### config.mk
export PLATFORM = sky130hd
export DESIGN_NAME = divisao
export DESIGN_NICKNAME = d
export VERILOG_FILES = /design/src/rtl/divisao.sv
export SDC_FILE = /design/constraint.sdc
export NUM_CORES = 1
export LEC_CHECK = 0
export CAP_MARGIN = 20
export CELL_PAD_IN_SITES_DETAIL_PLACEMENT = 0
export CELL_PAD_IN_SITES_GLOBAL_PLACEMENT = 2
export CORE_MARGIN = 5
export CORE_UTILIZATION = 33
export DETAILED_ROUTE_END_ITERATION = 10
export PLACE_DENSITY_LB_ADDON = 0.1
export SYNTH_ARGS = -nofsm -noshare
export SYNTH_HDL_FRONTEND = slang
export SYNTH_SLANG_ARGS = --single-unit
### constraint.sdc
create_clock -name clk -period 4.33 [get_ports clk]
set_input_delay 0.866 -clock clk [delete_from_list [all_inputs] [get_ports clk]]
set_output_delay 0.866 -clock clk [all_outputs]
set_load 0.05 [all_outputs]
### src/rtl/divisao.sv
// divisao: sequential restoring divider for DIV / DIVU.
// HI (resultHigh) = remainder, LO (resultLow) = quotient.
// Signed (truncate toward zero) by default.
// One iteration per falling clock edge.
// A start pulse in IDLE launches WIDTH iterations plus one sign-fix edge.
// Optional feature macro: DIVU_SUPPORT_EN adds the Unsigned input for DIVU.
module divisao #(
    parameter int WIDTH = 32
) (
    input  logic             clk,
    input  logic             Reset,
    input  logic             DivStart,
    input  logic [WIDTH-1:0] A,
    input  logic [WIDTH-1:0] B,
`ifdef DIVU_SUPPORT_EN
    input  logic             Unsigned,
`endif
    output logic [WIDTH-1:0] resultHigh,
    output logic [WIDTH-1:0] resultLow,
    output logic             DivOut,
    output logic             DivZero,
    output logic             DivBusy
);

    localparam int CW = $clog2(WIDTH);
    localparam logic [CW-1:0] LAST = CW'(WIDTH - 1);

    typedef enum logic [1:0] {IDLE, RUN, FIX} state_t;

    state_t           state;
    logic [CW-1:0]    count;
    logic [WIDTH-1:0] divisor;
    logic [WIDTH-1:0] rem;
    logic [WIDTH-1:0] quo;
    logic             sign_q;
    logic             sign_r;

    logic             unsigned_op;
    logic [WIDTH-1:0] a_mag;
    logic [WIDTH-1:0] b_mag;
    logic [WIDTH:0]   rem_shifted;
    logic [WIDTH:0]   trial;
    logic             trial_ok;
    logic [WIDTH-1:0] rem_next;

`ifdef DIVU_SUPPORT_EN
    assign unsigned_op = Unsigned;
`else
    assign unsigned_op = 1'b0;
`endif

    // Operand magnitudes and one restoring-division step.
    // Trial subtraction uses WIDTH+1 bits so the shifted remainder never overflows.
    always_comb begin
        // NOTE: every signal gets a default first so no path through this block infers a latch.
        a_mag       = A;
        b_mag       = B;
        rem_shifted = {rem, quo[WIDTH-1]};
        trial       = rem_shifted - {1'b0, divisor};
        trial_ok    = (rem_shifted >= {1'b0, divisor});
        rem_next    = rem_shifted[WIDTH-1:0];

        // |0x80000000| stays 0x80000000, read as unsigned in the magnitude registers.
        if (!unsigned_op && A[WIDTH-1]) a_mag = -A;
        if (!unsigned_op && B[WIDTH-1]) b_mag = -B;

        if (trial_ok) rem_next = trial[WIDTH-1:0];
    end

    // Control FSM and datapath.
    // All state changes on the falling edge; Reset is synchronous.
    always_ff @(negedge clk) begin
        // NOTE: sequential state uses non-blocking assignments so every register samples pre-edge values.
        if (Reset) begin
            state      <= IDLE;
            count      <= '0;
            divisor    <= '0;
            rem        <= '0;
            quo        <= '0;
            sign_q     <= 1'b0;
            sign_r     <= 1'b0;
            resultHigh <= '0;
            resultLow  <= '0;
            DivOut     <= 1'b0;
            DivZero    <= 1'b0;
            DivBusy    <= 1'b0;
        end else begin
            DivOut  <= 1'b0;
            DivZero <= 1'b0;
            case (state)
                IDLE: begin
                    if (DivStart) begin
                        if (B == '0) begin
                            // Divide-by-zero: flag for one cycle, results untouched.
                            DivOut  <= 1'b1;
                            DivZero <= 1'b1;
                        end else begin
                            divisor <= b_mag;
                            quo     <= a_mag;
                            rem     <= '0;
                            count   <= '0;
                            sign_q  <= !unsigned_op && (A[WIDTH-1] ^ B[WIDTH-1]);
                            sign_r  <= !unsigned_op && A[WIDTH-1];
                            DivBusy <= 1'b1;
                            state   <= RUN;
                        end
                    end
                end
                RUN: begin
                    rem   <= rem_next;
                    quo   <= {quo[WIDTH-2:0], trial_ok};
                    count <= count + 1'b1;
                    if (count == LAST) state <= FIX;
                end
                FIX: begin
                    // Overflow case 0x80000000 / -1 naturally yields 0x80000000.
                    resultLow  <= sign_q ? -quo : quo;
                    resultHigh <= sign_r ? -rem : rem;
                    DivOut     <= 1'b1;
                    DivBusy    <= 1'b0;
                    state      <= IDLE;
                end
                default: state <= IDLE;
            endcase
        end
    end

endmodule

* Word level (Yosys, flattened, before mapping)
Cells that the tools add are included.
Storage, ports and cells: register bits after elaboration 172, bits in latches 0, memory bits (writable) 0, ROM bits 0, input bits 67, output and inout port bits 67, word-level logic and storage cells 61, memories kept 0
Cells by class: add/subtract/negate cells 6, $mul 0, div/mod/pow operators 0, order comparisons 1, eq/ne operators 6, shift operators 0, mux-type cells 24, bitwise logic cells 3, reductions and logical operators 9
Operators with widths (count):
- $mux 32 | 9
- $neg 32->32 | 4
- $pmux 32 s2 | 2
- $ge 33x32->1 | 1
- $logic_not 32->1 | 1
- $sub 32x32->32 | 1
- $reduce_and 3->1 | 4
- $mux 5 | 2
- $pmux 5 s2 | 1
- $mux 2 | 3
- $ne 2x2->1 const B | 3
- $add 5x1->5 const B | 1
- $eq 5x5->1 const B | 1
- $mux 1 | 4
- $pmux 1 s2 | 2
- $pmux 2 s2 | 1
- $reduce_bool 2->1 | 2
- $eq 2x1->1 const B | 1
- $eq 2x2->1 const B | 1
- $logic_not 2->1 | 1
- $not 1->1 | 2
- $reduce_or 2->1 | 1
- $xor 1x1->1 | 1

* Depth between registers and ports, before layout
Gate-level depths: netlist of the first run.
word-level depth 5, depth in mapped cells 14, gate-level depth less buffers 13

==> results of run 1 <==
==> area by class of cell <==
cell class,instances,area (sq um)
Clock buffer,17,425.4
Tap cell,402,503.0
Timing Repair Buffer,308,2992
Clock inverter,186,807.0
Inverter,48,197.7
Fill cell,3180,15610
Multi-Input combinational cell,1015,7581
Sequential cell,172,3443
==> repair_timing <==
item	in CTS	in global routing
pin swaps	69	57
hold buffers	0	0
cloned	10	1
endpoints found under the setup margin	107	107
resized for setup	193	119
setup buffers	18	22
==> state kept, by name, indices dropped and copies added (netlist names) <==
register	cells
DivBusy	1
rem	32
divisor	32
DivOut	1
sign_r	1
count	5
sign_q	1
resultLow	32
quo	32
resultHigh	32
DivZero	1
state	2
==> logic make-up (layout without fill, tap and decap cells) <==
kind of cell | Yosys count | count (layout) | synth area share, %
flops | 172 | 172 | 32.61
compound gates | 389 | 389 | 24.81
mux | 34 | 34 | 3.223
fa+ha+maj | 39 | 39 | 4.693
buf+inv | 131 | 559 | 4.811
simple gates | 409 | 409 | 17.90
xor+xnor | 144 | 144 | 11.94
==> cells in the final DEF (no fill, tap or decap), types with 12 or more instances in the layout <==
cell type,Yosys,routed
inv_1,49,218
buf_4,0,185
dfxtp_1,172,172
nor2_1,154,126
nand2_1,126,90
xor2_1,73,73
xnor2_1,71,71
a21oi_1,75,64
a211oi_1,88,63
o21ai_0,82,51
clkdlybuf4s50_1,0,41
o31ai_1,43,38
ha_1,38,36
mux2i_1,34,34
buf_6,0,27
nand2_2,0,26
a211oi_2,0,25
o21ai_1,4,24
buf_12,0,19
clkbuf_16,0,18
nor2_2,0,16
a21o_1,15,15
nor3_1,17,13
a221oi_2,0,13
nand3_1,17,12
nor2_4,0,12
==> power by group through the flow <==
stage / Combinational, mW / Sequential [mW] / Clock (mW)
final: 1.45 / 1.76 / 2.19
after global routing: 1.59 / 1.77 / 2.49
after CTS: 1.37 / 1.76 / 2.31
after detailed placement: 1.24 / 1.78 / 0.241
after global placement: 1.24 / 1.78 / 0.241
after floorplan: 0.863 / 1.74 / 0.241
==> metrics by stage <==
stage	utilization, %	setup TNS (ps)	instances	hold WS [ps]	cell area (sq um)
6_report	50.54	-61160	2148	451.8	15950
5_1_grt	50.54	-69820	2148	472.9	15950
4_1_cts	48.76	-65880	2132	453.6	15390
3_5_place_dp	41.99	-152040	1902	448.6	13250
3_3_place_gp	41.99	-149000	1902	442.5	13250
2_1_floorplan	-	-92090	1318	436.3	10870
==> worst max-delay path, stage by stage <==
cell and delay [ps]:
buf_12 110, buf_6 100, or4_4 500, or4_4 430, or4_4 500, nor2b_4 160, nand2_4 100, buf_4 160
o21ai_2 110, xnor2_1 120, nand2_1 70, a21oi_1 120
==> worst max path at each step <==
stage               startpoint       to  cells past startpoint
floorplan                 A[0]  quo[28]                     11
global placement          A[0]  quo[28]                     12
detailed placement        A[0]  quo[20]                     12
CTS                       A[0]  quo[20]                     12
global route              A[0]  quo[23]                     12
finish                    A[0]  quo[23]                     12
==> routing by layer <==
layer  global-route usage [%]  vias up  wire length, um
met2                    24.83      264            14070
met4                    6.334        0              261
met3                    5.918       19             1746
met5                        0        -                0
met1                    29.16     5089            18790
li1                         -     5591                -
==> impl_metrics.tcl, run 1 <==
set metrics [dict create \
    status "finished with violations" \
    violations "setup timing" \
    io_buffers 133 \
    vias 10960 \
    n_antenna_cell 0 \
    syn-cell-area_sq_um 10560 \
    dieArea_sq_um 35670 \
    cp.required_ps 2560 \
    hold-path-endpoint "resultHigh[16]" \
    rsz0062_at_grt "true" \
    fin_skew_ps 24.25 \
    synthTopCellsByCount "172 x dfxtp_1, 154 x nor2_1, 126 x nand2_1" \
    r2r_start "divisor[4]" \
    yosysTopAreaCell "dfxtp_1" \
    drt_wl_total_um 34870 \
    clk_pin_slew_ps 30 \
    async_reset_ff_share_pct 0 \
    ant_nets 0 \
    slew_viol_final 0 \
    num_io_pins 134 \
    synth-seq-cells 172 \
    die_y_um 188.9 \
    max-vdd-ir-drop_v 0.0002673 \
    clk_latency_ps 470 \
    hold_viol_final 0 \
    yosysTopAreaCellShare_pct 32.61 \
    p_int_mw 3.414 \
    syn_area_per_cell_sq_um 8.011 \
    clockBufferDepth 2 \
    syn_inst 1318 \
    finalSetupViolCount 107 \
    crit_fanout 5 \
    critPathArrivalTime_ps 3350 \
    syn2layout_area_growth_pct 51.05 \
    numCtsBuffers 17 \
    worst_slew_pin_slew_ps 725.7 \
    worstHoldPathType "flip-flop to flip-flop" \
    cts_root_buf "clkbuf_16" \
    die_width_um 188.9 \
    worst_slack_ps -791.7 \
    drive_above_1_share_pct 27.38 \
    htree_levels 4 \
    r2r_setup_slack_ps 790 \
    nets 1840 \
    wire_per_inst_um 16.23 \
    critPathLaunchType "input pin" \
    dr.pass1.iters 5 \
    swShare_pct 36.78 \
    drt_first_iter_violations 496 \
    drv_cap 0 \
    synth_area_leaders "dfxtp_1 33%, a211oi_1 6.3%, xor2_1 6.1%" \
    min_from "resultHigh[16]" \
    yosysMostFrequentCell "dfxtp_1" \
    r2r-end "rem[11]" \
    drcViolationCount 0 \
    first_global_vias 10630 \
    comb_power_share_pct 26.8 \
    leakage_nw 7.275 \
    syn_nets 1424 \
    synth_seq_area_share_pct 32.61 \
    grtUsageTotal_pct 19.05 \
    grt_pass1_wl_um 55480 \
    antenna_found_initial 0 \
    dp_slack_ps -1882 \
    clockPowerShare_pct 40.5 \
    hpwlAfterDp_um 24610 \
    grt-ovfl-total 0 \
    whs_path_depth 2 \
    cp-end-kind "flip-flop" \
    gp_congestion 0.8574 \
    power_frac_seq_pct 32.6 \
    cts.sinks 172 \
    powerDensity_nw_per_um2 338.6 \
    synth_cell_types 58 \
    cts_tree "done" \
    critical_path_class "input pin to flip-flop" \
    row_count 65 \
    total_power_mw 5.400 \
    yosysWarningCount 0 \
    grt_start_max_net_pins 73 \
    synth-main-ff-cell "dfxtp_1" \
    synth_edf_count 0 \
    start_util_pct 33.46 \
    ff2ff_path_depth 12 \
    slew_headroom_pct 51.62 \
    coreArea_sq_um 31560 \
    avgViaCountPerCell 5.104 \
    power.switching_mw 1.986 \
]
No activity file was read; power rests on OpenSTA's default activity.
==> inputs of run 2 (changes only) <==
--- a/config.mk
+++ b/config.mk
@@ -9,9 +9,11 @@
 export CELL_PAD_IN_SITES_DETAIL_PLACEMENT = 0
 export CELL_PAD_IN_SITES_GLOBAL_PLACEMENT = 2
 export CORE_MARGIN = 5
-export CORE_UTILIZATION = 33
+export CORE_UTILIZATION = 38
 export DETAILED_ROUTE_END_ITERATION = 10
+export DONT_BUFFER_PORTS = 1
 export PLACE_DENSITY_LB_ADDON = 0.1
 export SYNTH_ARGS = -nofsm -noshare
 export SYNTH_HDL_FRONTEND = slang
 export SYNTH_SLANG_ARGS = --single-unit
+export TNS_END_PERCENT = 10
==> run 2 against run 1 <==
- cell count fell by 13%
- clock-buffer cell count did not move
- clock skew decreased by 3.0 ps
- critical endpoint is now quo[28]
- largest power group unchanged
- cell area is 19% lower
- flip-flop and latch count stayed put
- the run still ends with setup timing left
- critical path depth fell by 1
- sequential share of layout area grew 4.9 points
- first-iteration DRC count up 8.1%
- total power shrank 6.9%
- largest cell class unchanged
- utilization shrank 3.5 points
- via count decreased by 10%
- die area shrank 12%
==> impl_metrics.tcl, run 2 (same netlist as run 1, synthesis figures left out) <==
set metrics [dict create \
    status "finished with violations" \
    violations "setup timing" \
    ff2ff_path_depth 13 \
    final.setup.tns_ps -64160 \
    ant_nets 0 \
    final_cells 1871 \
    r2r_start "divisor[4]" \
    clk_latency_ps 470 \
    drive_above_1_share_pct 11.45 \
    critical_path_class "input pin to flip-flop" \
    min_from "divisor[11]" \
    antenna_found_initial 0 \
    rsz0062_at_grt "true" \
    avgViaCountPerCell 5.264 \
    grt_start_max_net_pins 143 \
    dp_cells 1660 \
    die_y_um 176.7 \
    slew_headroom_pct 28.51 \
    final_util_pct 47.03 \
    fin_skew_ps 21.24 \
    grt-ovfl-total 0 \
    first_global_vias 9619 \
    leakage_nw 5.723 \
    coreArea_sq_um 27630 \
    whs_ps 460.9 \
    wire_per_inst_um 16.92 \
    htree_levels 4 \
    critPathArrivalTime_ps 3260 \
    dieArea_sq_um 31220 \
    worst_slack_ps -713.9 \
    nets 1587 \
    row_count 61 \
    grtUsageTotal_pct 19.81 \
    whs_path_depth 2 \
    grt_pass1_wl_um 50120 \
    holdBufCountCts 0 \
    fill_cells 2891 \
    slew_viol_final 0 \
    powerDensity_nw_per_um2 386.8 \
    dp_slack_ps -1267 \
    cp-end-kind "flip-flop" \
    hpwlAfterDp_um 22760 \
    start_util_pct 38.22 \
    hold-path-endpoint "divisor[11]" \
    clk_pin_slew_ps 30 \
    num_io_pins 134 \
    drv_cap 0 \
    layout_common_cells "218 x inv_1, 172 x dfxtp_1, 149 x nor2_1, 124 x nand2_1, 84 x a211oi_1" \
    numCtsBuffers 17 \
    drt_first_iter_violations 536 \
    clockBufferDepth 2 \
    hold_viol_final 0 \
    r2r_setup_slack_ps 790 \
    gp_congestion 0.8712 \
    critPathLaunchType "input pin" \
    regArea_sq_um 3443 \
    syn2layout_area_growth_pct 23.06 \
    worst_slew_pin_slew_ps 1071 \
    die_width_um 176.7 \
    drcViolationCount 0 \
    cts_tree "done" \
    r2r-end "rem[14]" \
    cts_root_buf "clkbuf_16" \
    max-vdd-ir-drop_v 0.0002868 \
    drt_wl_total_um 31670 \
    worstHoldPathType "flip-flop to flip-flop" \
    final_common_cell "inv_1" \
    crit_fanout 5 \
    dr.pass1.iters 4 \
    n_antenna_cell 0 \
    io_buffers 0 \
    multiInputGateArea_sq_um 7027 \
    cts.sinks 172 \
    vias 9849 \
    finalSetupViolCount 107 \
    cp.required_ps 2550 \
]
[run 2: cell count changes in the layout (fill, tap and decap cells not counted), sizes merged, moves of 6 or more]
cell           change
clkinv             +6
clkdlybuf4s50     -41
clkdlybuf4s15      -7
buf              -193
dlygate4sd2        -9
[run 2: worst max path at each step]
stage	from	slack, ps	to
CTS	A[0]	-710	quo[20]
floorplan	A[0]	-1120	quo[28]
global route	B[21]	-810	divisor[13]
global placement	A[1]	-1270	quo[25]
finish	A[0]	-710	quo[28]
detailed placement	A[1]	-1270	quo[25]
[run 2: per-layer routing]
layer	vias to the layer above	global-route usage (%)	wire length, um
li1	5070	-	-
met1	4500	30.34	17000
met2	246	24.54	12100
met3	33	7.584	2198
met4	0	7.092	368
met5	-	0	0
[run 2: what timing repair did]
action / CTS / global route
endpoints found under the setup margin: 107 / 107
buffers inserted: 0 / 4
gates cloned: 4 / 0
gates resized for setup: 64 / 44
pin swaps: 28 / 22
[run 2: area by class of cell]
type | count | area share (%)
well taps | 378 | 3.640
inverters | 48 | 1.647
flip-flops and latches | 172 | 26.50
repair buffers | 55 | 4.603
clock inverters | 186 | 6.259
clock buffers | 17 | 3.274
multi-input cells | 1015 | 54.08
[run 2: critical path, stage by stage]
cell	delay, ps
clkinv_16	20
ha_4	120
or3b_4	370
or4_4	420
or4_4	440
nand2b_4	180
nand2b_4	180
o41ai_4	300
xnor2_1	150
nand2_1	70
a21oi_1	130
[run 2: through the flow]
stage               power, mW  area (sq um)
global route            5.440         12990
CTS                     5.113         12740
detailed placement      3.065         11250
global placement        3.066         11250
finish                  5.026         12990
floorplan               2.811         10660
[run 2: power breakdown]
| group | switching, mW | leakage (nW) | internal, mW |
|---|---|---|---|
| Combinational | 0.612 | 3.12 | 0.495 |
| Sequential | 0.101 | 1.40 | 1.66 |
| Clock | 1.17 | 1.21 | 0.986 |
==> inputs of run 3 (changes only) <==
--- a/config.mk
+++ b/config.mk
@@ -10,6 +10,7 @@
 export CELL_PAD_IN_SITES_GLOBAL_PLACEMENT = 2
 export CORE_MARGIN = 5
 export CORE_UTILIZATION = 38
+export CTS_BUF_LIST = sky130_fd_sc_hd__clkbuf_4 sky130_fd_sc_hd__clkbuf_8 sky130_fd_sc_hd__clkbuf_16
 export DETAILED_ROUTE_END_ITERATION = 10
 export DONT_BUFFER_PORTS = 1
 export PLACE_DENSITY_LB_ADDON = 0.1
==> results of run 3 <==
Same layout as run 2: the final DEF is identical, and so are final timing and power.
